[src/rtl/bus_requester.sv]
// Bus requester: turns a single PE core memory request into an arbitrated
// shared-bus transaction, completing normally on ack or with an error on grant loss/timeout.
//
// state | meaning
// IDLE  | ready for a core request
// REQ   | request latched, bus_req raised, waiting for grant
// XFER  | granted, bus_valid driven, waiting for ack
// RESP  | one-cycle completion to the core, bus_req dropped
module bus_requester #(
    parameter int ADDR_W  = 32,
    parameter int DATA_W  = 32,
    parameter int TIMEOUT = 16
) (
    input  logic              clk,
    input  logic              reset_n,
    input  logic              core_valid,
    output logic              core_ready,
    input  logic              core_we,
    input  logic [ADDR_W-1:0] core_addr,
    input  logic [DATA_W-1:0] core_wdata,
    output logic              core_rvalid,
    output logic [DATA_W-1:0] core_rdata,
    output logic              core_err,
    output logic              bus_req,
    input  logic              bus_gnt,
    output logic              bus_valid,
    output logic              bus_we,
    output logic [ADDR_W-1:0] bus_addr,
    output logic [DATA_W-1:0] bus_wdata,
    input  logic              bus_ack,
    input  logic [DATA_W-1:0] bus_rdata
);

    typedef enum logic [1:0] {IDLE, REQ, XFER, RESP} state_t;

    localparam logic [7:0] CNT_LAST = 8'(TIMEOUT - 1);

    state_t     state;
    state_t     state_nxt;
    logic [7:0] cnt;
    logic       xfer_fail;

    // Only consulted in XFER, and only when there is no ack: ack always wins.
    assign xfer_fail = !bus_gnt || (cnt == CNT_LAST);

    always_ff @(posedge clk) begin
        if (!reset_n) begin
            state      <= IDLE;
            cnt        <= 8'd0;
            bus_we     <= 1'b0;
            bus_addr   <= '0;
            bus_wdata  <= '0;
            core_rdata <= '0;
            core_err   <= 1'b0;
        end else begin
            state <= state_nxt;
            case (state)
                IDLE: begin
                    if (core_valid) begin
                        bus_we    <= core_we;
                        bus_addr  <= core_addr;
                        bus_wdata <= core_wdata;
                    end
                end
                REQ: begin
                    if (bus_gnt) begin
                        cnt <= 8'd0;
                    end
                end
                XFER: begin
                    cnt <= cnt + 8'd1;
                    if (bus_ack) begin
                        core_rdata <= bus_we ? '0 : bus_rdata;
                        core_err   <= 1'b0;
                    end else if (xfer_fail) begin
                        core_rdata <= '0;
                        core_err   <= 1'b1;
                    end
                end
                default: begin
                end
            endcase
        end
    end

    always_comb begin
        state_nxt   = state;
        core_ready  = 1'b0;
        bus_req     = 1'b0;
        bus_valid   = 1'b0;
        core_rvalid = 1'b0;
        case (state)
            IDLE: begin
                // Held low while reset is asserted even though the state is already IDLE.
                core_ready = reset_n;
                if (core_valid) begin
                    state_nxt = REQ;
                end
            end
            REQ: begin
                bus_req = 1'b1;
                if (bus_gnt) begin
                    state_nxt = XFER;
                end
            end
            XFER: begin
                bus_req   = 1'b1;
                bus_valid = 1'b1;
                if (bus_ack || xfer_fail) begin
                    state_nxt = RESP;
                end
            end
            RESP: begin
                core_rvalid = 1'b1;
                state_nxt   = IDLE;
            end
            default: begin
                state_nxt = IDLE;
            end
        endcase
    end

endmodule
[config.mk]
export PLATFORM = sky130hd
export DESIGN_NAME = bus_requester
export DESIGN_NICKNAME = d
export VERILOG_FILES = /design/src/rtl/bus_requester.sv
export SDC_FILE = /design/constraint.sdc
export NUM_CORES = 1
export LEC_CHECK = 0
export ABC_AREA = 1
export CAP_MARGIN = 0
export CORE_ASPECT_RATIO = 0.6
export CORE_MARGIN = 8
export CORE_UTILIZATION = 35
export CTS_CLUSTER_SIZE = 14
export DETAILED_ROUTE_END_ITERATION = 7
export PLACE_DENSITY = 0.77
export SETUP_SLACK_MARGIN = 0.02
export SYNTH_ARGS = -nofsm -noshare
export SYNTH_HDL_FRONTEND = slang
export SYNTH_SLANG_ARGS = --single-unit
[constraint.sdc]
create_clock -name clk -period 2.1 [get_ports clk]
set_clock_uncertainty 0.15 [all_clocks]
set_input_delay 0.315 -clock clk [delete_from_list [all_inputs] [get_ports clk]]
set_output_delay 0.315 -clock clk [all_outputs]
set_load 0.02 [all_outputs]
# Word level (Yosys, flattened, before mapping)
# Cells that the tools add are included.
# W data, S select, Z words.
# totals
regBits	108
in_bits	102
out_inout_bits	102
wordCells	41
# classes
addsub	1
eq_ne	7
muxes	15
n_reduce_logical	11
# ops
operator	n
$mux W32	3
$pmux W8 S2	1
$add A8 B1 Y8 const B	1
$eq A8 B4 Y1 const B	1
$mux W8	1
$pmux W2 S4	1
$mux W1	6
$mux W2	3
$ne A2 B2 Y1 const B	3
$reduce_and A2 Y1	3
$eq A2 B2 Y1 const B	2
$reduce_bool A2 Y1	2
$reduce_and A3 Y1	1
$eq A2 B1 Y1 const B	1
$logic_not A2 Y1	1
$logic_or A1 B1 Y1	2
$reduce_or A2 Y1	1
$logic_not A1 Y1	1

# Depth between registers and ports, before layout
# Gate-level depths: netlist (run 1).
# depth
word_depth	5
ltp_mapped	11
depth_no_buf	11

# Worst setup path before layout (run 1)
# OpenSTA, ideal clock, no wires.
# synth_timing
path_type	register to register
start	register state[0]
end	register cnt[7]
setup_time_ns	0.115
arrival_ns	1.491
t_required_ns	1.835
slack_ns	0.344
path_stages_with_launch	11
n_path_buf	1
synth_period_minus_slack_ns	1.756
path_cell_list	dfxtp_1 inv_1 ha_1 buf_2 nand2_1 nand2_2 inv_1 o21ai_1 inv_1 nand2_1 nor2_1
# synth_via
elab_chain_len	3
elab_cells_between_ends	6
cone_classes	eq/ne (3); mux (1); reduce/logical (2)
# synth_lines
element	line_no	source
start, declared	38	state_t state;
start signal, assigned	56	state <= state_nxt;
$eq A2 B1 Y1 / $eq A2 B2 Y1 (equally long branches)	57	case (state)
$ne A2 B2 Y1 (no source line) / $reduce_bool A2 Y1 (equally long branches)	n/a	
$reduce_and A2 Y1 (no source line)	n/a	
end signal, assigned	71	cnt <= cnt + 8'd1;
end, declared	40	logic [7:0] cnt;
# Parallel ways exist; a longest one is shown, timed or not.
# A chain may end at the register's enable or synchronous reset.

# Worst setup path after layout (run 1)
# layout_timing
start	register state[1]
end	output port core_rvalid
# layout_via
elab_chain_len	2
# layout_lines
element	line_no	source
$eq A2 B2 Y1	92	case (state)
$mux W1	92	
end, declared	21	output logic core_rvalid,
# No other way between the ends.

==> results.sh, run 1 <==
export IMPL_outcome="completed"
export IMPL_post_dp_hpwl_um=9780
export IMPL_ff2ff_setup_slack_ns=0.27
export IMPL_routed_wl_met3_um=1920
export IMPL_drt_pass1_iterations=5
export IMPL_synth_area_leader_cell="dfxtp_1"
export IMPL_met1_length_um=5990
export IMPL_multi_input_area_mm2=0.00189
export IMPL_via_per_inst=4.52
export IMPL_syn_avg_cell_area_um2=7.35
export IMPL_path_cells="ha_1 > clkdlybuf4s50_1"
export IMPL_nets=880
export IMPL_rr_startpoint="state[0]"
export IMPL_leakage_uw=0.00269
export IMPL_cts_tree="done"
export IMPL_register_area_mm2=0.00216
export IMPL_first_global_vias=4200
export IMPL_seq_area_frac_synth_pct=49.8
export IMPL_synth_warnings=0
export IMPL_die_x_um=160
export IMPL_core_mm2=0.0121
export IMPL_crit_path_end="core_rvalid"
export IMPL_postCtsSetupBuffers=0
export IMPL_hp_class="flip-flop to flip-flop"
export IMPL_synthTopCellsByCount="nor2_1 (176), dfxtp_1 (108), nand2_1 (84)"
export IMPL_syn_area_mm2=0.00434
export IMPL_yosysMostFrequentCell="nor2_1"
export IMPL_start_util_pct=35.9
export IMPL_htreeDepth=3
export IMPL_crit_slowest_cell="clkdlybuf4s50_1"
export IMPL_top_layer_used="met4"
export IMPL_clk_pin_slew_ns=0.06
export IMPL_dr_wl_met2_um=5440
export IMPL_track_usage_pct=16.2
export IMPL_drc_errors=0
export IMPL_finalMaxSlewViolations=0
export IMPL_diodes=0
export IMPL_synth_edff_count=0
export IMPL_grt_pass1_wl_um=21500
export IMPL_wl_per_cell_um=14.3
export IMPL_synth_area_leaders="dfxtp_1 (50%), nor2_1 (15%), nand2_1 (7.3%), o21ai_0 (5.8%), nand3_1 (4.3%)"
export IMPL_cts_sinks=108
export IMPL_synthCells=591
export IMPL_powerDensity_mw_per_mm2=1240
export IMPL_critPathTopFamily="buffers and inverters"
export IMPL_arrival_ns=1.51
export IMPL_ant_nets=0
export IMPL_placed_area_mm2=0.00651
export IMPL_syn_num_nets=699
export IMPL_clockBufferDepth=2
export IMPL_area_growth_pct=56.0
export IMPL_rsz0062_at_grt="no"
export IMPL_crit_start="state[1]"
export IMPL_worst_pin_slew_ns=0.405
export IMPL_row_count=31
export IMPL_min_period_ns=1.97
export IMPL_maxCapViolations=0
export IMPL_gp_congestion=0.821
export IMPL_synth_top_area_share_pct=49.8
export IMPL_synth_cell_types=23
export IMPL_synth_seq_cells=108
export IMPL_grt_max_degree=103
export IMPL_crit_type="flip-flop to output port"
export IMPL_hold_slack_ns=0.319
export IMPL_design_area_mm2=0.00678
export IMPL_worstReg2RegEnd="cnt[7]"
export IMPL_ys_flop_type="dfxtp_1"
export IMPL_setup_tns_ns=0
export IMPL_required_ns=1.63
export IMPL_clk_latency_ns=0.33
export IMPL_die_h_um=102
export IMPL_r2r_cells=9
export IMPL_grt_antenna_before_repair=0
export IMPL_vias=4256
export IMPL_max_slew_margin_pct=73.0
export IMPL_vdd_drop_max_v=0.000492
export IMPL_crit_fanout=4
export IMPL_fmax_ghz=0.507
export IMPL_worst_path_stages=2
export IMPL_portBuffers=203
export IMPL_setup_viol=0
export IMPL_routed_wl_um=13400
export IMPL_overflow=0
export IMPL_numCtsBuffers=9
export IMPL_io_pins=204
export IMPL_hold_viol_final=0
export IMPL_cts_root_buf="clkbuf_16"
export IMPL_critPathLaunchType="flip-flop"
export IMPL_nFillCells=1150
export IMPL_final_layout_size_suffix_gt1_share_pct=5.67
export IMPL_critPathBufInv=1
export IMPL_total_power_uw=8390
export IMPL_die_area_mm2=0.0163
export IMPL_drt_iter0_drc=207
export IMPL_end_kind="output port"
export IMPL_async_reset_ff_share_pct=0
export IMPL_final_util_pct=56.0
export IMPL_fin_crit_sh_pct=93.8
export IMPL_slowest_delay_ns=0.61
## tightest hold or removal path, cell delays in order (launching register included)
cell and delay (ns):
dfxtp_1 0.33, a21oi_1 0.04, nor2_1 0.07
## state kept, by name, indices dropped and copies added, names as in the netlist
name,flops
bus_addr,32
bus_wdata,32
core_rdata,32
cnt,8
state,2
bus_we,1
core_err,1
## cell families (layout without fill, tap and decap cells)
group / Yosys count / after routing / synth area share [%]
buffers and inverters: 63 / 248 / 7.00
AOI/OAI and AO/OA: 110 / 110 / 13.6
DFF: 108 / 108 / 49.8
adders and majority gates: 6 / 6 / 1.73
and+or+nand+nor: 303 / 303 / 27.7
xor gates and xnor gates: 1 / 1 / 0.202
## how the worst min path moves through the flow
stage	end	startpoint	slack, ns	depth (start not counted)
after floorplan	cnt[1]	cnt[1]	0.30	2
after global placement	core_err	core_err	0.30	2
after detailed placement	core_err	core_err	0.31	2
after CTS	core_err	core_err	0.33	2
after global routing	core_err	core_err	0.35	2
final	core_err	core_err	0.32	2
## layer usage
metal	track usage, %	vias to the layer above
met5	0	-
met1	19.7	1836
met2	23.8	169
met3	10.2	11
met4	3.21	0
li1	-	2240
## repair_timing
item                                    in CTS  in global routing
hold buffers                                 0                  0
gates resized for setup                      3                  0
endpoints found under the setup margin       3                  0
## layout by cell type (no fill, tap or decap), types with 2 or more instances in the layout
cell	instances
clkinv_4	2
inv_1	18
o21ai_0	50
nor2_1	175
inv_2	2
nand2_1	83
a21oi_1	30
clkbuf_16	9
nor3b_1	2
ha_1	5
dfxtp_1	108
clkdlybuf4s50_1	199
buf_4	4
nand3_1	37
a21oi_2	9
buf_12	6
nand2_2	3
nor2_2	2
dlygate4sd2_1	3
o21ai_1	19
## layout make-up
class	instances	area share (%)
Multi-Input combinational cell	420	27.8
Clock inverter	6	0.738
Tap cell	165	3.05
Clock buffer	9	3.32
Sequential cell	108	31.9
Inverter	20	1.11
Timing Repair Buffer	213	32.1
## where the power goes
part           leakage [uW]  switching, uW  total, uW  internal [uW]
clock              0.000134            758       1570            813
sequential         0.000888            319       2960           2640
combinational       0.00167           2120       3860           1750
## through the flow
step	instances	setup slack [ns]
final	941	0.129
after global routing	941	0.0705
after CTS	941	0.105
after detailed placement	926	0.217
after global placement	926	0.284
after floorplan	591	0.344
Note: power is estimated with default switching activity, not from simulation.
==> run 2, diff against run 1 <==
Settings changed: CORE_ASPECT_RATIO 0.6 to 0.9, PLACE_DENSITY 0.77 to 0.8.
Clock period 2.1 ns to 1.65 ns, I/O delays scaled along.
==> run 2 against run 1 <==
Effect of this change: core utilization grew 1.7 points; sequential power grew 26%; non-clock buffer count increased by 21; final area rose by 2.9%; critical path depth rose by 7; total power increased by 27%; cell count up 1.7%; via count rose by 4.5%; sequential share of layout area shrank 0.85 points; global-route usage fell by 0.070 points; clock power increased by 39%; hold slack got worse by 0.046 ns; largest power group unchanged.
==> results.sh, run 2 (synthesis gave the netlist of run 1 again) <==
export IMPL_outcome="completed"
export IMPL_layout_common_cells="nor2_1 (173), dfxtp_1 (106), clkdlybuf4s50_1 (100)"
export IMPL_ant_nets=0
export IMPL_placed_area_mm2=0.00664
export IMPL_area_growth_pct=60.5
export IMPL_row_count=38
export IMPL_setup_tns_ns=0
export IMPL_diodes=0
export IMPL_hold_slack_ns=0.272
export IMPL_clk_latency_ns=0.35
export IMPL_worst_pin_slew_ns=0.477
export IMPL_clk_pin_slew_ns=0.06
export IMPL_required_ns=1.74
export IMPL_top_regs="bus_addr: 32 flops, bus_wdata: 32 flops, core_rdata: 32 flops"
export IMPL_clockBufferDepth=2
export IMPL_start_util_pct=36.0
export IMPL_numCtsBuffers=9
export IMPL_fin_crit_sh_pct=96.2
export IMPL_vias=4447
export IMPL_grt_pass1_wl_um=21100
export IMPL_grt_max_degree=103
export IMPL_fmax_ghz=0.630
export IMPL_vdd_drop_max_v=0.00125
export IMPL_cts_root_buf="clkbuf_16"
export IMPL_core_mm2=0.0121
export IMPL_place_worst_setup_slack_ns=-0.104
export IMPL_drc_errors=0
export IMPL_arrival_ns=1.68
export IMPL_via_per_inst=4.65
export IMPL_final_common_cell="nor2_1"
export IMPL_post_dp_hpwl_um=9550
export IMPL_rsz0062_at_grt="yes"
export IMPL_setup_viol=0
export IMPL_min_from="reset_n"
export IMPL_crit_type="flip-flop to flip-flop"
export IMPL_rr_startpoint="state[0]"
export IMPL_gp_congestion=0.772
export IMPL_powerDensity_mw_per_mm2=1530
export IMPL_dpl_cell_count=938
export IMPL_maxCapViolations=0
export IMPL_power_internal_uw=6590
export IMPL_die_area_mm2=0.0162
export IMPL_r2r_cells=9
export IMPL_power_switching_share_pct=38.3
export IMPL_fin_ws_ns=0.0635
export IMPL_multi_input_area_mm2=0.00200
export IMPL_ff2ff_setup_slack_ns=0.06
export IMPL_nFillCells=1160
export IMPL_nets=901
export IMPL_end_kind="flip-flop"
export IMPL_hold_path_end="core_rdata[28]"
export IMPL_hold_viol_final=0
export IMPL_drt_iter0_drc=214
export IMPL_overflow=0
export IMPL_die_x_um=133
export IMPL_routed_wl_um=13900
export IMPL_max_slew_margin_pct=68.2
export IMPL_grt_antenna_before_repair=0
export IMPL_design_area_mm2=0.00697
export IMPL_combinationalPowerShare_pct=44.7
export IMPL_portBuffers=203
export IMPL_final_layout_size_suffix_gt1_share_pct=11.2
export IMPL_postCtsHoldBufs=0
export IMPL_first_global_vias=4174
export IMPL_pwr_share_seq_pct=34.8
export IMPL_htreeDepth=3
export IMPL_worstReg2RegEnd="cnt[2]"
export IMPL_critPathLaunchType="flip-flop"
export IMPL_hp_class="input pin to flip-flop"
export IMPL_die_h_um=122
export IMPL_register_area_mm2=0.00216
export IMPL_power_frac_clock_pct=20.5
export IMPL_track_usage_pct=16.1
export IMPL_finalMaxSlewViolations=0
export IMPL_min_period_ns=1.59
export IMPL_cts_sinks=108
export IMPL_io_pins=204
export IMPL_leakage_uw=0.00322
export IMPL_wl_per_cell_um=14.5
export IMPL_min_path_cells=4
export IMPL_cts_tree="done"
export IMPL_final_cells=957
export IMPL_crit_fanout=5
export IMPL_p_sw_uw=4090
export IMPL_drt_pass1_iterations=5
-- run 2: cell count changes in the layout (fill, tap and decap cells not counted), moves of 3 or more --
cell | before | now
dlygate4sd2_1 | 3 | 98
nand2_4 | 0 | 4
ha_4 | 0 | 3
buf_6 | 0 | 4
inv_1 | 18 | 13
clkdlybuf4s50_1 | 199 | 100
nand2_1 | 83 | 78
buf_4 | 4 | 22
inv_2 | 2 | 7
-- run 2: how the worst max path moves through the flow --
stage	from	slack (ns)	depth (start not counted)	to
2_1_floorplan	state[0]	0.03	10	cnt[7]
3_3_place_gp	bus_gnt	-0.06	7	core_rdata[20]
3_5_place_dp	bus_gnt	-0.10	7	core_rdata[19]
4_1_cts	state[0]	0.01	3	bus_req
5_1_grt	cnt[0]	-0.02	9	core_rdata[31]
6_report	state[0]	0.06	9	cnt[2]
-- run 2: repair_timing --
action | 4_1_cts | 5_1_grt
resized for setup | 121 | 27
setup buffers | 1 | 2
cloned | 0 | 1
endpoints found under the setup margin | 107 | 61
pin swaps | 4 | 6
-- run 2: worst max-delay path, cell delays in order (launching register included) --
cell     delay (ns)
dfxtp_2        0.34
inv_2          0.05
buf_4          0.13
ha_4           0.17
nand2_2        0.09
nand2_4        0.09
buf_4          0.14
buf_4          0.12
a21oi_1        0.13
nor2_1         0.06
-- run 2: layer usage --
metal | part of all wire [%] | GRT usage, % | vias to the layer above
met1 | 40 | 17.4 | 1977
li1 | - | - | 2287
met4 | 0.76 | 3.36 | 0
met2 | 43 | 24.7 | 173
met3 | 16 | 12.5 | 10
met5 | 0 | 0 | -
-- run 2: final cells by class --
cell class	instances	share of cell area (%)
timing repair buffer	234	32.0
sequential	108	31.0
multi-input combinational	420	28.7
clock buffer	12	3.68
tap	160	2.87
inverter	20	1.08
clock inverter	3	0.664
-- run 2: power groups by stage --
stage          clock [uW]  sequential (uW)  combinational (uW)
3_3_place_gp            0             3770                5130
3_5_place_dp            0             3800                5170
6_report             2190             3720                4780
5_1_grt              2350             3810                5260
2_1_floorplan           0             4680                1820
4_1_cts              2250             3720                4710
-- run 2: per-stage QoR --
stage | utilization, % | power, uW
2_1_floorplan | - | 6510
3_3_place_gp | 55.0 | 8900
3_5_place_dp | 55.0 | 8970
4_1_cts | 56.6 | 10700
5_1_grt | 57.7 | 11400
6_report | 57.7 | 10700
